$ cat src/rtl/controle_display_pkg.sv
// Shared definitions for the display sequencer: digit codes, range limit and FSM states.
package controle_display_pkg;

   // Digit codes understood by the 7-segment decoder besides 0-9
   localparam logic [3:0] BLANK = 4'b1010;
   localparam logic [3:0] TRACO = 4'b1111;

   // Largest magnitude that fits in two decimal digits
   localparam int unsigned MAX_EXIBIVEL = 32'd99;

   typedef enum logic [1:0] {
      ESPERA   = 2'd0,
      MODULO   = 2'd1,
      DIVIDE   = 2'd2,
      ATUALIZA = 2'd3
   } estado_t;

endpackage

$ cat src/rtl/controle_display.sv
// Display sequencer: accepts a signed word, converts it by repeated subtraction
// into sign / tens / units codes and holds them for the 7-segment decoder.
module controle_display
   import controle_display_pkg::*;
#(
   parameter int LARGURA    = 32,
   parameter bit APAGA_ZERO = 1'b1
) (
   input  logic               clock,
   input  logic               reset,
   input  logic [LARGURA-1:0] valor,
   input  logic               valor_valido,
   output logic               pronto,
   output logic               atualizado,
   output logic               sinal,
   output logic [3:0]         dezena,
   output logic [3:0]         unidade
);

   localparam logic [LARGURA-1:0] LIMITE = LARGURA'(MAX_EXIBIVEL);
   localparam logic [LARGURA-1:0] DEZ    = LARGURA'(32'd10);
   localparam logic [LARGURA-1:0] UM     = LARGURA'(32'd1);

   estado_t            estado;
   estado_t            proximo;
   logic [LARGURA-1:0] reg_v;
   logic [LARGURA-1:0] resto;
   logic [LARGURA-1:0] modulo_v;
   logic [3:0]         cont;
   logic               neg;
   logic               erro;

   // Magnitude as unsigned; the most negative value wraps to 2^(LARGURA-1)
   function automatic logic [LARGURA-1:0] valor_absoluto(input logic [LARGURA-1:0] v);
      if (v[LARGURA-1]) begin
         return (~v) + UM;
      end else begin
         return v;
      end
   endfunction

   assign modulo_v = valor_absoluto(reg_v);
   assign pronto   = (estado == ESPERA);

   // State register
   always_ff @(posedge clock) begin
      if (reset) begin
         estado <= ESPERA;
      end else begin
         estado <= proximo;
      end
   end

   // Next-state logic
   always_comb begin
      proximo = estado;
      case (estado)
         ESPERA: begin
            if (valor_valido) begin
               proximo = MODULO;
            end else begin
               proximo = ESPERA;
            end
         end
         MODULO: begin
            if (modulo_v > LIMITE) begin
               proximo = ATUALIZA;
            end else begin
               proximo = DIVIDE;
            end
         end
         DIVIDE: begin
            if (resto >= DEZ) begin
               proximo = DIVIDE;
            end else begin
               proximo = ATUALIZA;
            end
         end
         ATUALIZA: proximo = ESPERA;
         default:  proximo = ESPERA;
      endcase
   end

   // Conversion datapath: capture, take magnitude, subtract tens one per cycle
   always_ff @(posedge clock) begin
      if (reset) begin
         reg_v <= '0;
         resto <= '0;
         cont  <= 4'd0;
         neg   <= 1'b0;
         erro  <= 1'b0;
      end else begin
         case (estado)
            ESPERA: begin
               if (valor_valido) begin
                  reg_v <= valor;
               end
            end
            MODULO: begin
               neg   <= reg_v[LARGURA-1];
               resto <= modulo_v;
               cont  <= 4'd0;
               erro  <= (modulo_v > LIMITE);
            end
            DIVIDE: begin
               if (resto >= DEZ) begin
                  resto <= resto - DEZ;
                  cont  <= cont + 4'd1;
               end
            end
            ATUALIZA: begin
               reg_v <= reg_v;
            end
            default: begin
               reg_v <= reg_v;
            end
         endcase
      end
   end

   // Output registers: loaded only in ATUALIZA, with a one-cycle update pulse
   always_ff @(posedge clock) begin
      if (reset) begin
         atualizado <= 1'b0;
         sinal      <= 1'b0;
         dezena     <= BLANK;
         unidade    <= 4'b0000;
      end else if (estado == ATUALIZA) begin
         atualizado <= 1'b1;
         if (erro) begin
            sinal   <= 1'b0;
            dezena  <= TRACO;
            unidade <= TRACO;
         end else begin
            sinal   <= neg;
            unidade <= resto[3:0];
            if (APAGA_ZERO && (cont == 4'd0)) begin
               dezena <= BLANK;
            end else begin
               dezena <= cont;
            end
         end
      end else begin
         atualizado <= 1'b0;
      end
   end

endmodule

$ cat config.mk
export PLATFORM = sky130hd
export DESIGN_NAME = controle_display
export DESIGN_NICKNAME = d
export VERILOG_FILES = /design/src/rtl/controle_display_pkg.sv /design/src/rtl/controle_display.sv
export SDC_FILE = /design/constraint.sdc
export NUM_CORES = 1
export LEC_CHECK = 0
export ABC_CLOCK_PERIOD_IN_PS = 3200
export CAP_MARGIN = 20
export CORE_MARGIN = 10
export CORE_UTILIZATION = 52
export CTS_CLUSTER_DIAMETER = 30
export DETAILED_ROUTE_END_ITERATION = 16
export MAX_ROUTING_LAYER = met4
export PLACE_DENSITY = 0.76
export SLEW_MARGIN = 0
export SYNTH_ARGS = -nofsm -noshare
export SYNTH_HDL_FRONTEND = slang
export SYNTH_SLANG_ARGS = --single-unit
$ cat constraint.sdc
create_clock -name clock -period 3.2 [get_ports clock]
set_input_delay 0.8 -clock clock [delete_from_list [all_inputs] [get_ports clock]]
set_output_delay 0.8 -clock clock [all_outputs]
set_load 0.05 [all_outputs]
# Yosys cells after proc, flatten, opt, wreduce, memory -nomap -nowiden
# Cells that the tools add are included.
dict set report op_classes {
  add_sub_neg 3
  n_lt_le_gt_ge 2
  n_eq_ne 4
  n_mux 14
  bitwise_logic 1
  reduce_logical 5
}
# operator count
set ops {}
lappend ops {{two-way mux 32 bit} 2}
lappend ops {{one-hot mux 32 bit (2 select lines)} 1}
lappend ops {{adder 32 x 1 -> 32 bit (second input constant)} 1}
lappend ops {{>= comparator 32 x 4 -> 1 bit (second input constant)} 1}
lappend ops {{greater-than comparator 32 x 7 -> 1 bit (second input constant)} 1}
lappend ops {{inverter 32 bit} 1}
lappend ops {{subtractor 32 x 4 -> 32 bit (second input constant)} 1}
lappend ops {{two-way mux 4 bit} 4}
lappend ops {{one-hot mux 2 bit (4 select lines)} 1}
lappend ops {{one-hot mux 4 bit (2 select lines)} 1}
lappend ops {{two-way mux 1 bit} 5}
lappend ops {{adder 4 x 1 -> 4 bit (second input constant)} 1}
lappend ops {{== test 2 bit (second input constant)} 2}
lappend ops {{zero test 4 bit} 1}
lappend ops {{AND reduction 2 bit} 2}
lappend ops {{== test 2 x 1 -> 1 bit (second input constant)} 1}
lappend ops {{zero test 2 bit} 1}
lappend ops {{inequality test 2 bit (second input constant)} 1}
lappend ops {{nonzero test 2 bit} 1}
dict set report word_totals {
  register_bits 82
  elab_cells 39
}

# Longest topological paths before layout
# Gate-level depths: netlist of run 1.
dict set report depth {
  depth_word 6
  ltp_mapped 11
  ltp_nobuf 9
}

# Worst setup path after synthesis of run 1
# Ideal clock, no wire load.
dict set report synth_path {
  path_kind {register -> register}
  startpoint {register reg_v[1]}
  endpoint {register estado[0]}
  setup_time_ns 0.138
  t_arrival_ns 2.949
  path_slack_ns 0.113
  stages_incl_launch_ff 12
  n_path_buf 2
  path_cell_list {dfxtp_1 inv_1 ha_1 or3b_1 buf_2 or4_4 buf_6 or4_4 a41oi_2 o2111ai_1 nor4_2 o221ai_1}
}
dict set report synth_via {
  elab_chain_len 6
}
# element line_no
set synth_lines {}
lappend synth_lines {{from (decl)} controle_display.sv:26} ;# logic [LARGURA-1:0] reg_v;
lappend synth_lines {{from (signal assigned)} controle_display.sv:96} ;# reg_v <= valor;
lappend synth_lines {{from (signal assigned)} controle_display.sv:112} ;# reg_v <= reg_v;
lappend synth_lines {{from (signal assigned)} controle_display.sv:115} ;# reg_v <= reg_v;
lappend synth_lines {{inverter 32 bit} controle_display.sv:36} ;# return (~v) + UM;
lappend synth_lines {{adder 32 x 1 -> 32 bit} controle_display.sv:36}
lappend synth_lines {{two-way mux 32 bit (*)} controle_display.sv:35} ;# if (v[LARGURA-1]) begin
lappend synth_lines {{greater-than comparator 32 x 7 -> 1 bit (*)} controle_display.sv:66} ;# if (modulo_v > LIMITE) begin
lappend synth_lines {{two-way mux 1 bit (*)} controle_display.sv:66}
lappend synth_lines {{one-hot mux 2 bit (4 select lines) (*)} controle_display.sv:57} ;# case (estado)
lappend synth_lines {{to (signal assigned)} controle_display.sv:50} ;# estado <= proximo;
lappend synth_lines {{to (decl)} controle_display.sv:24} ;# estado_t estado;
# Every way passes the cells marked *; elsewhere a longest branch is shown, timed or not.
# A chain may end at the register's enable or synchronous reset.

# Worst setup path after layout of run 1
dict set report layout_path {
  startpoint {register reg_v[11]}
  endpoint {register estado[0]}
}
# Same word-level chain as after synthesis.

==> results of run 1 <==
==> repair_timing <==
action | CTS | global route
endpoints found under the setup margin | 0 | 2
hold endpoints to repair | 0 | 0
gates resized for setup | 0 | 6
buffers inserted | 0 | 1
hold buffers | 0 | 0
==> critical path, stage by stage (launching register included) <==
cell	delay [ns]
dfxtp_2	0.35
or4_4	0.55
or4_4	0.61
or4_4	0.56
a41oi_2	0.19
o2111ai_1	0.14
nor4_2	0.32
o221ai_1	0.17
==> state kept, by name, indices dropped and copies added, names as in the netlist <==
signal      cells
erro            1
atualizado      1
resto          32
estado          2
neg             1
cont            4
sinal           1
dezena          4
reg_v          32
unidade         4
==> worst min-delay path by stage <==
stage                   start         to  slack [ns]  cells past startpoint
floorplan           resto[15]  resto[15]        0.44                      2
global route        resto[15]  resto[15]        0.50                      2
global placement    resto[15]  resto[15]        0.45                      2
detailed placement  resto[15]  resto[15]        0.46                      2
CTS                 resto[15]  resto[15]        0.47                      2
finish              resto[15]  resto[15]        0.48                      2
==> stage by stage <==
stage	std cells	hold slack (ns)	util, %	power, µW	setup WS [ns]
final	796	0.477	61.9	3840	0.175
after global routing	796	0.501	61.9	4110	0.00870
after CTS	794	0.474	61.4	3800	0.0868
after detailed placement	778	0.463	59.1	2950	0.105
after global placement	778	0.447	59.1	2910	0.171
after floorplan	651	0.439	-	2470	0.113
==> cells in the mapped netlist (all sizes together) (6+ instances only) <==
| master | n | area share (%) |
|---|---|---|
| nand2b | 9 | 1.2 |
| xnor2 | 13 | 2.4 |
| o21ai | 39 | 4.0 |
| or3 | 11 | 1.4 |
| a22oi | 8 | 1.2 |
| nand4 | 8 | 1.0 |
| o22ai | 12 | 1.6 |
| ha | 9 | 2.3 |
| or4 | 15 | 2.5 |
| o32ai | 6 | 1.1 |
| nor2 | 49 | 3.8 |
| xor2 | 14 | 2.5 |
| a21oi | 66 | 6.8 |
| buf | 10 | 1.1 |
| nor4 | 14 | 2.1 |
| o31ai | 12 | 1.9 |
| inv | 10 | 0.78 |
| nor3 | 17 | 1.8 |
| a211oi | 12 | 1.9 |
| clkbuf | 43 | 3.3 |
| o41ai | 11 | 2.0 |
| nand3 | 14 | 1.4 |
| nor2b | 10 | 1.3 |
| nand2 | 112 | 8.7 |
| dfxtp | 82 | 34 |
==> routing by layer <==
metal  global-route usage [%]  up-vias  wire (µm)
met2                     31.3      173       6110
li1                         -     2424          -
met4                     6.09        0        168
met1                     26.0     2276       5800
met5                        -        -          0
met3                     2.98       14        855
==> power groups by stage <==
stage	logic [µW]	clock network (µW)	registers (µW)
2_1_floorplan	1170	0	1290
3_3_place_gp	1590	0	1320
3_5_place_dp	1620	0	1330
4_1_cts	1630	862	1310
5_1_grt	1860	909	1340
6_report	1680	848	1320
==> cell type report <==
class	count	area, µm²
inverters	10	37.5
multi-input cells	507	2980
clock buffers	11	141
repair buffers	70	646
flip-flops and latches	82	1640
clock inverters	5	77.6
well taps	111	139
fillers	832	3490
==> cell usage in the layout (no fill, tap or decap), types with 3 or more instances in the layout <==
master	Yosys	final
a211oi_1	12	12
dfxtp_1	82	81
o22ai_1	12	12
nor2_1	49	49
or4_1	13	12
or2_2	3	3
or3_1	11	11
o32ai_1	6	6
o31ai_1	12	11
buf_4	0	24
nor4_1	12	12
nand2_1	112	112
clkbuf_8	0	10
nand4b_1	3	3
a21oi_1	66	66
o41ai_1	11	9
xor2_1	14	14
a31oi_1	4	4
a22oi_1	8	8
clkdlybuf4s50_1	0	44
o211ai_1	4	4
nand2b_1	9	9
nor3_1	17	17
xnor2_1	13	13
nor2b_1	10	10
nand4_1	8	8
nand3_1	14	14
inv_1	10	10
ha_1	9	8
or4_4	2	4
o21ai_0	38	38
==> kinds of logic after synthesis <==
| logic type | synth area share [%] |
|---|---|
| compound gates | 25.1 |
| flops | 33.9 |
| mux | 0.414 |
| xor+xnor | 4.89 |
| simple gates | 28.1 |
| fa+ha+maj | 2.33 |
| buf+inv | 5.25 |
==> impl_metrics.csv, run 1 <==
group,metric,value,unit
die,start_util,52.9,%
route,vias,4887,
yosys,synth_ff_type,"dfxtp_1",
run,timing.max_cap.violations,0,
global_routing,grt_pass1_wl,21600,µm
sta,setup-violations-final,0,
sta,min_period,3.03,ns
hold_path,holdCritPathClass,"flop to flop",
power_and_ir_drop,p_int,2280,µW
yosys,synth_cell_types,57,
yosys,ys_warn_count,0,
critical_path,setup.worst_path.start_class,"flop",
route,wire_per_inst,16.3,µm
global_routing,gr-usage-all-layers,19.9,%
power_and_ir_drop,pwr-share-comb,43.7,%
die,ios,46,
critical_path,crit_required,3.43,ns
clock_network,cts_root_buf,"clkbuf_8",
clock_network,cts.htree.levels,3,
sta,timing.setup.tns,0,ns
route,dr.first_iter.drc_count,291,
die,core-area,0.00915,mm²
power_and_ir_drop,worst_ir_drop_vdd,0.000283,V
power_and_ir_drop,switching_share,40.7,%
power_and_ir_drop,p_clk_share,22.1,%
critical_path,path_max_fanout,7,
route,routed_wl,12900,µm
route,vias_per_cell,6.14,
die,rows,35,
power_and_ir_drop,powerDensity,678,mW/mm²
critical_path,worstPathArrival,3.25,ns
die,fp.dieH,116,µm
power_and_ir_drop,seqPwrFrac,34.3,%
critical_path,worst-setup-path-type,"flop to flop",
global_routing,grt_overflow,0,
route,dr.pass1.iters,5,
critical_path,cp-endpoint,"estado[0]",
yosys,synth-edff-count,0,
die,die-area,0.0136,mm²
critical_path,r2r_start,"reg_v[11]",
placed_design,gp_congestion,0.947,
global_routing,grt_pass1_vias,4447,
global_routing,grt_max_degree,63,
sta,relSlewSlack,55.8,%
power_and_ir_drop,power_leakage,0.00200,µW
yosys,synth_nets,695,
clock_network,insertion_delay,0.36,ns
finish,areaGrowthSynthToFinish,17.1,%
finish,design_area,0.00567,mm²
critical_path,rr_endpoint,"estado[0]",
sta,rsz0062_at_grt,"false",
run_status,status,"complete, no violations",
critical_path,reg2regPathDepth,7,
clock_network,cts.sinks,82,
finish,drive_gt1_share,8.61,%
route,drc,0,
sta,timing.final.crit_share,94.5,%
placed_design,dpl_cell_area,0.00541,mm²
die,fp.dieW,116,µm
clock_network,cts_buffers,9,
clock_network,clockBufferDepth,2,
sta,fin_skew,0.0114,ns
clock_network,cts_tree,"yes",
clock_network,clk_pin_slew,0.08,ns
finish,antennaDiodeCount,0,
route,ant_nets,0,
critical_path,rrSetupSlack,0.17,ns
yosys,ys_ff_latch,82,
sta,tightest_slew,0.658,ns
yosys,syn_area,0.00484,mm²
yosys,async_flop_share,0,%
sta,hold_violations,0,
yosys,avgSynthCellArea,7.43,µm²
yosys,syn_inst,651,
critical_path,startpoint,"reg_v[11]",
finish,final_nets,724,
placed_design,port_buffers,45,
power_and_ir_drop,p_sw,1560,µW
sta,drv_slew,0,
critical_path,end_kind,"flop",
sta,fmax,0.331,GHz
global_routing,antenna_found_initial,0,
placed_design,dp_hpwl,9180,µm
yosys,ys_seq_area_share,33.9,%
No activity file was read; power rests on OpenSTA's default activity.
==> inputs of run 2 (changes only) <==
--- a/config.mk
+++ b/config.mk
@@ -13,6 +13,7 @@
 export DETAILED_ROUTE_END_ITERATION = 16
 export MAX_ROUTING_LAYER = met4
 export PLACE_DENSITY = 0.76
+export SKIP_CTS_REPAIR_TIMING = 1
 export SLEW_MARGIN = 0
 export SYNTH_ARGS = -nofsm -noshare
 export SYNTH_HDL_FRONTEND = slang
==> results of run 2 <==
No change in the layout: final DEF, timing and power equal those of run 1.
==> inputs of run 3 (changes only) <==
--- a/config.mk
+++ b/config.mk
@@ -7,10 +7,12 @@
 export LEC_CHECK = 0
 export ABC_CLOCK_PERIOD_IN_PS = 3200
 export CAP_MARGIN = 20
-export CORE_MARGIN = 10
-export CORE_UTILIZATION = 52
+export CORE_MARGIN = 5
+export CORE_UTILIZATION = 58
 export CTS_CLUSTER_DIAMETER = 30
 export DETAILED_ROUTE_END_ITERATION = 16
+export DONT_BUFFER_PORTS = 1
+export GPL_ROUTABILITY_DRIVEN = 0
 export MAX_ROUTING_LAYER = met4
 export PLACE_DENSITY = 0.76
 export SKIP_CTS_REPAIR_TIMING = 1
==> run 3 against run 2 <==
Core utilization grew 1.3 points. Non-clock buffer count shrank 47. Design area shrank 8.9%. Global-route usage grew 5.4 points. Worst setup slack lost 0.034 ns. Clock skew shrank 0.00059 ns. Final cell count shrank 6.7%. Hold slack gained 0.0052 ns. Largest cell class unchanged.
==> impl_metrics.csv, run 3 (synthesis results as in run 1) <==
group,metric,value,unit
critical_path,worst-setup-path-type,"flop to flop",
finish,fillCellCount,740,
finish,multi_input_comb_area,0.00298,mm²
critical_path,path_max_fanout,7,
placed_design,place_inst,726,
sta,fin_skew,0.0108,ns
sta,drv_slew,0,
die,fp.dieH,101,µm
clock_network,cts.htree.levels,3,
critical_path,worstPathArrival,3.30,ns
route,routed_wl,12200,µm
sta,relSlewSlack,48.2,%
global_routing,gr-usage-all-layers,25.3,%
sta,timing.setup.tns,0,ns
route,dr.pass1.iters,5,
die,fp.dieW,101,µm
global_routing,grt_overflow,0,
global_routing,antenna_found_initial,0,
power_and_ir_drop,worst_ir_drop_vdd,0.000394,V
critical_path,setup.worst_path.start_class,"flop",
sta,fmax,0.327,GHz
global_routing,grt_pass1_vias,4213,
power_and_ir_drop,power_leakage,0.00181,µW
clock_network,cts_tree,"yes",
placed_design,port_buffers,0,
sta,timing.final.crit_share,95.6,%
die,start_util,59.2,%
route,vias,4717,
sta,rsz0062_at_grt,"false",
finish,final_nets,677,
finish,mostFrequentLayoutCells,"112 x nand2_1, 81 x dfxtp_1, 66 x a21oi_1",
sta,hold_violations,0,
finish,fin_cells,743,
clock_network,cts_root_buf,"clkbuf_8",
clock_network,cts_buffers,9,
finish,top_regs,"reg_v (32), resto (32)",
sta,setup-violations-final,0,
placed_design,dp_worst_setup_slack,0.0425,ns
finish,areaGrowthSynthToFinish,6.75,%
finish,drive_gt1_share,9.09,%
die,core-area,0.00818,mm²
hold_path,holdCritPathClass,"flop to flop",
route,drc,0,
global_routing,grt_pass1_wl,20500,µm
sta,layout_setup_ws,0.141,ns
finish,layout_commonest_cell,"nand2_1",
die,ios,46,
global_routing,grt_max_degree,86,
route,wire_per_inst,16.4,µm
route,ant_nets,0,
run,timing.max_cap.violations,0,
critical_path,end_kind,"flop",
power_and_ir_drop,finalPower,3700,µW
sta,min_period,3.06,ns
route,vias_per_cell,6.35,
clock_network,insertion_delay,0.37,ns
die,die-area,0.0103,mm²
clock_network,clk_pin_slew,0.09,ns
run_status,status,"complete, no violations",
critical_path,crit_required,3.44,ns
clock_network,cts.sinks,82,
clock_network,clockBufferDepth,2,
finish,seq_area,0.00164,mm²
placed_design,dp_hpwl,8510,µm
route,dr.first_iter.drc_count,378,
power_and_ir_drop,powerDensity,716,mW/mm²
finish,antennaDiodeCount,0,
sta,tightest_slew,0.776,ns
die,rows,33,
-- run 3: layout make-up --
type	count	share of cell area, %
multi-input combinational	507	57.7
clock inverter	7	1.45
tap	105	2.54
sequential	82	31.8
inverter	10	0.727
timing repair buffer	23	3.34
clock buffer	9	2.40
-- run 3: worst paths after layout --
check,from,endpoint,slack (ns),depth (start not counted)
min,resto[15],resto[15],0.48,2
min reg2reg,resto[15],resto[15],0.48,2
max,reg_v[11],estado[0],0.14,7
max reg2reg,reg_v[11],estado[0],0.14,7
-- run 3: metrics by stage --
| stage | util, % | area (µm²) | hold WS (ns) |
|---|---|---|---|
| 2_1_floorplan | - | 4840 | 0.439 |
| 3_3_place_gp | 60.3 | 4930 | 0.453 |
| 3_5_place_dp | 60.3 | 4930 | 0.459 |
| 4_1_cts | 62.8 | 5130 | 0.476 |
| 5_1_grt | 63.2 | 5160 | 0.481 |
| 6_report | 63.2 | 5160 | 0.482 |
-- run 3: critical path, cell delays in order, from the launching register on --
cell      delay (ns)
dfxtp_2         0.36
or4_4           0.54
or4_2           0.76
o41ai_1         0.40
xor2_1          0.31
o211ai_1        0.17
nor4_2          0.23
o221ai_1        0.16
-- run 3: layer usage --
metal	vias to the layer above	GRT usage [%]	wire, µm	share of wire, %
met4	0	6.54	173	1.4
met5	-	-	0	0
met3	15	4.82	831	6.8
met1	2200	34.9	5570	46
li1	2328	-	-	-
met2	174	38.1	5600	46
-- run 3: power breakdown --
group / switching, µW / total [µW] / internal, µW
clock network: 420 / 788 / 368
registers: 190 / 1340 / 1150
logic: 947 / 1570 / 622
==> variant, RTL diff (config.mk and constraints of run 1) <==
Register the output `pronto`, without a reset; this adds one clock of latency there. The other outputs are not delayed to match.
--- a/src/rtl/controle_display.sv
+++ b/src/rtl/controle_display.sv
@@ -42,3 +42,5 @@
    assign modulo_v = valor_absoluto(reg_v);
-   assign pronto   = (estado == ESPERA);
+   always_ff @(posedge clock) begin
+      pronto <= (estado == ESPERA);
+   end
 
Formal check against the unedited RTL: not equivalent (a bounded check fails within 4 cycles, from zero or initial values and one cycle with reset high).
==> variant against run 1 <==
Largest cell class unchanged. Final area rose by 0.93%. Area after synthesis rose by 0.47%. Via count fell by 0.10%. Clock skew fell by 3.8 ps. Critical endpoint unchanged. Critical path type unchanged. Power rose by 4.3%. Global-route usage rose by 0.26 points. Worst setup slack got worse by 44 ps. Routed wire length rose by 2.4%. Sequential cell count rose by 1.
==> variant: results (changes against run 1) <==
Synthesis
  • Area contributors post-synth: dfxtp_1, nand2_1, a21oi_1, o21ai_0, nor2_1 (unchanged)
  • Synth Area in XOR/XNOR: 4.866% (was 4.889%)
  • Post-synthesis mux area share: 0.4119% (was 0.4139%)
  • Yosys warning total: 0 (unchanged)
  • Share of synthesized registers carrying an async set or reset: 0% (unchanged)
  • Synth unique cells: 56 (was 57)
  • Compound-Gate Fraction of Synth Area: 24.95% (was 25.09%)
  • Post-synth top cells: nand2_1, dfxtp_1, a21oi_1, nor2_1, clkbuf_1 (unchanged)
  • Top FF cell, synth: dfxtp_1 (unchanged)
  • Sequential share of the synthesized area: 34.19% (was 33.94%)
  • Adder-Cell Fraction of Synth Area: 2.317% (was 2.328%)
  • Post-synth EDFFs: 0 (unchanged)
  • Syn Nets: 696 (was 695)

Timing
  • Clock skew: 7.660 ps (was 11.43 ps)
  • Endpoints failing hold: 0 (unchanged)
  • Rel. slew slack: 56.46% (was 55.76%)

GRT
  • Number of global-route vias before repair: 4479 (was 4447)
  • Met2 GRT Util: 30.84% (was 31.26%)
  • GRT overflow: 0 (unchanged)
  • Total track usage: 20.20% (was 19.94%)
  • Met1 GRT Util: 26.59% (was 25.96%)
  • Largest net degree at the start of global routing: 50 (was 63)
  • Initial antenna violation count: 0 (unchanged)
  • First-pass GRT wire length: 21.87 mm (was 21.61 mm)
  • Met3 usage: 3.441% (was 2.979%)

Worst setup path
  • Slowest CP cell: or4_4 (unchanged)
  • Crit Path Max Fanout: 7 (unchanged)
  • Delay of the slowest critical-path stage: 630 ps (was 610 ps)
  • Critical Path AT: 3300 ps (was 3250 ps)

Drt
  • Total iterations of the first detailed-routing run: 5 (unchanged)
  • DR WL/cell: 16.65 µm (was 16.26 µm)
  • Iteration-0 DRC count of the detailed router: 307 (was 291)
  • Via count: 4882 (was 4887)

Layout
  • Biggest regs: reg_v: 32 flops, resto: 32 flops (unchanged)
  • Ant. Diodes: 0 (unchanged)
  • Final #Nets: 724 (unchanged)
  • Share of layout cells above drive strength 1: 8.175% (was 8.613%)

CTS
  • CTS clk-pin slew, worst paths: 90 ps
  • Post-CTS resize count: 0 (unchanged)
  • TritonCTS buffer count: 9 (unchanged)
  • H-tree level count: 3 (unchanged)
  • Post-CTS setup buffers: 0 (unchanged)
  • Worst-Skew Late Latency: 360 ps (about the same)
  • Clock buffer depth: 2 (unchanged)
  • CTS root buffer: clkbuf_8 (unchanged)

Place
  • HPWL Detailed: 9.479 mm (was 9.184 mm)
  • IO buf count: 45 (unchanged)
  • Post-placement cell area: 5413 µm² (was 5405 µm²)
  • Gp weighted congestion: 0.9012 (was 0.9470)

Pwr
  • VDD IR max: 0.0002848 V (was 0.0002834 V)
  • Leak: 0.002032 µW (was 0.002004 µW)

Worst hold path
  • Hold WC Path Type: flop to flop (unchanged)

Run status
  • Status: completed (unchanged)
variant: worst max-delay path: cells and delay by family, from the launching register on:
family / cells / cell delay, ps
compound gates: 3 / 520
flops: 1 / 320
simple gates: 4 / 2090
variant: per-stage QoR:
stage | total power, µW | hold WS, ps | worst slack [ps] | util [%] | cells
CTS | 3972 | 490.0 | 12.55 | 62.13 | 795
floorplan | 2478 | 439.0 | 112.9 | - | 652
detailed placement | 2953 | 475.5 | 11.80 | 59.14 | 779
global placement | 2925 | 457.7 | 107.4 | 59.14 | 779
global route | 4275 | 511.3 | 12.35 | 62.47 | 796
finish | 4006 | 487.0 | 130.7 | 62.47 | 796
variant: where the power goes:
group	internal, µW	switching, µW	total [µW]
clock network	620	396	1020
registers	1170	172	1340
logic	644	1010	1650
total	2430	1580	4010
variant: path summary, 6_finish.rpt:
kind / start / slack, ps / end / cells past startpoint
setup / recovery: reg_v[10]$_SDFFE_PP0P_ / 130 / estado[0]$_SDFF_PP0_ / 7
hold / removal: resto[15]$_SDFFE_PP0P_ / 490 / resto[15]$_SDFFE_PP0P_ / 2
setup reg to reg: reg_v[10]$_SDFFE_PP0P_ / 130 / estado[0]$_SDFF_PP0_ / 7
hold reg to reg: resto[15]$_SDFFE_PP0P_ / 490 / resto[15]$_SDFFE_PP0P_ / 2
variant: metal layers:
metal	wire, µm	up-vias	share of wire (%)
met4	264	0	2.0
met3	880	25	6.6
met5	0	-	0
li1	-	2418	-
met1	6032	2267	46
met2	6080	172	46
variant: kinds of logic after synthesis:
kind of cell,count (synthesis)
AND/OR/NAND/NOR,276
AO/OA/AOI/OAI,192
flip-flops,83
buffers and inverters,63
XOR/XNOR,27
adder cells (fa/ha/maj),9
multiplexers,2
variant: area by class of cell:
cell class,instances,area (µm²)
clock buffers,10,137.6
clock inverters,6,136.4
fillers,810,3435
inverters,10,37.54
multi-input cells,507,2980
flip-flops and latches,83,1662
well taps,111,138.9
repair buffers,69,625.6
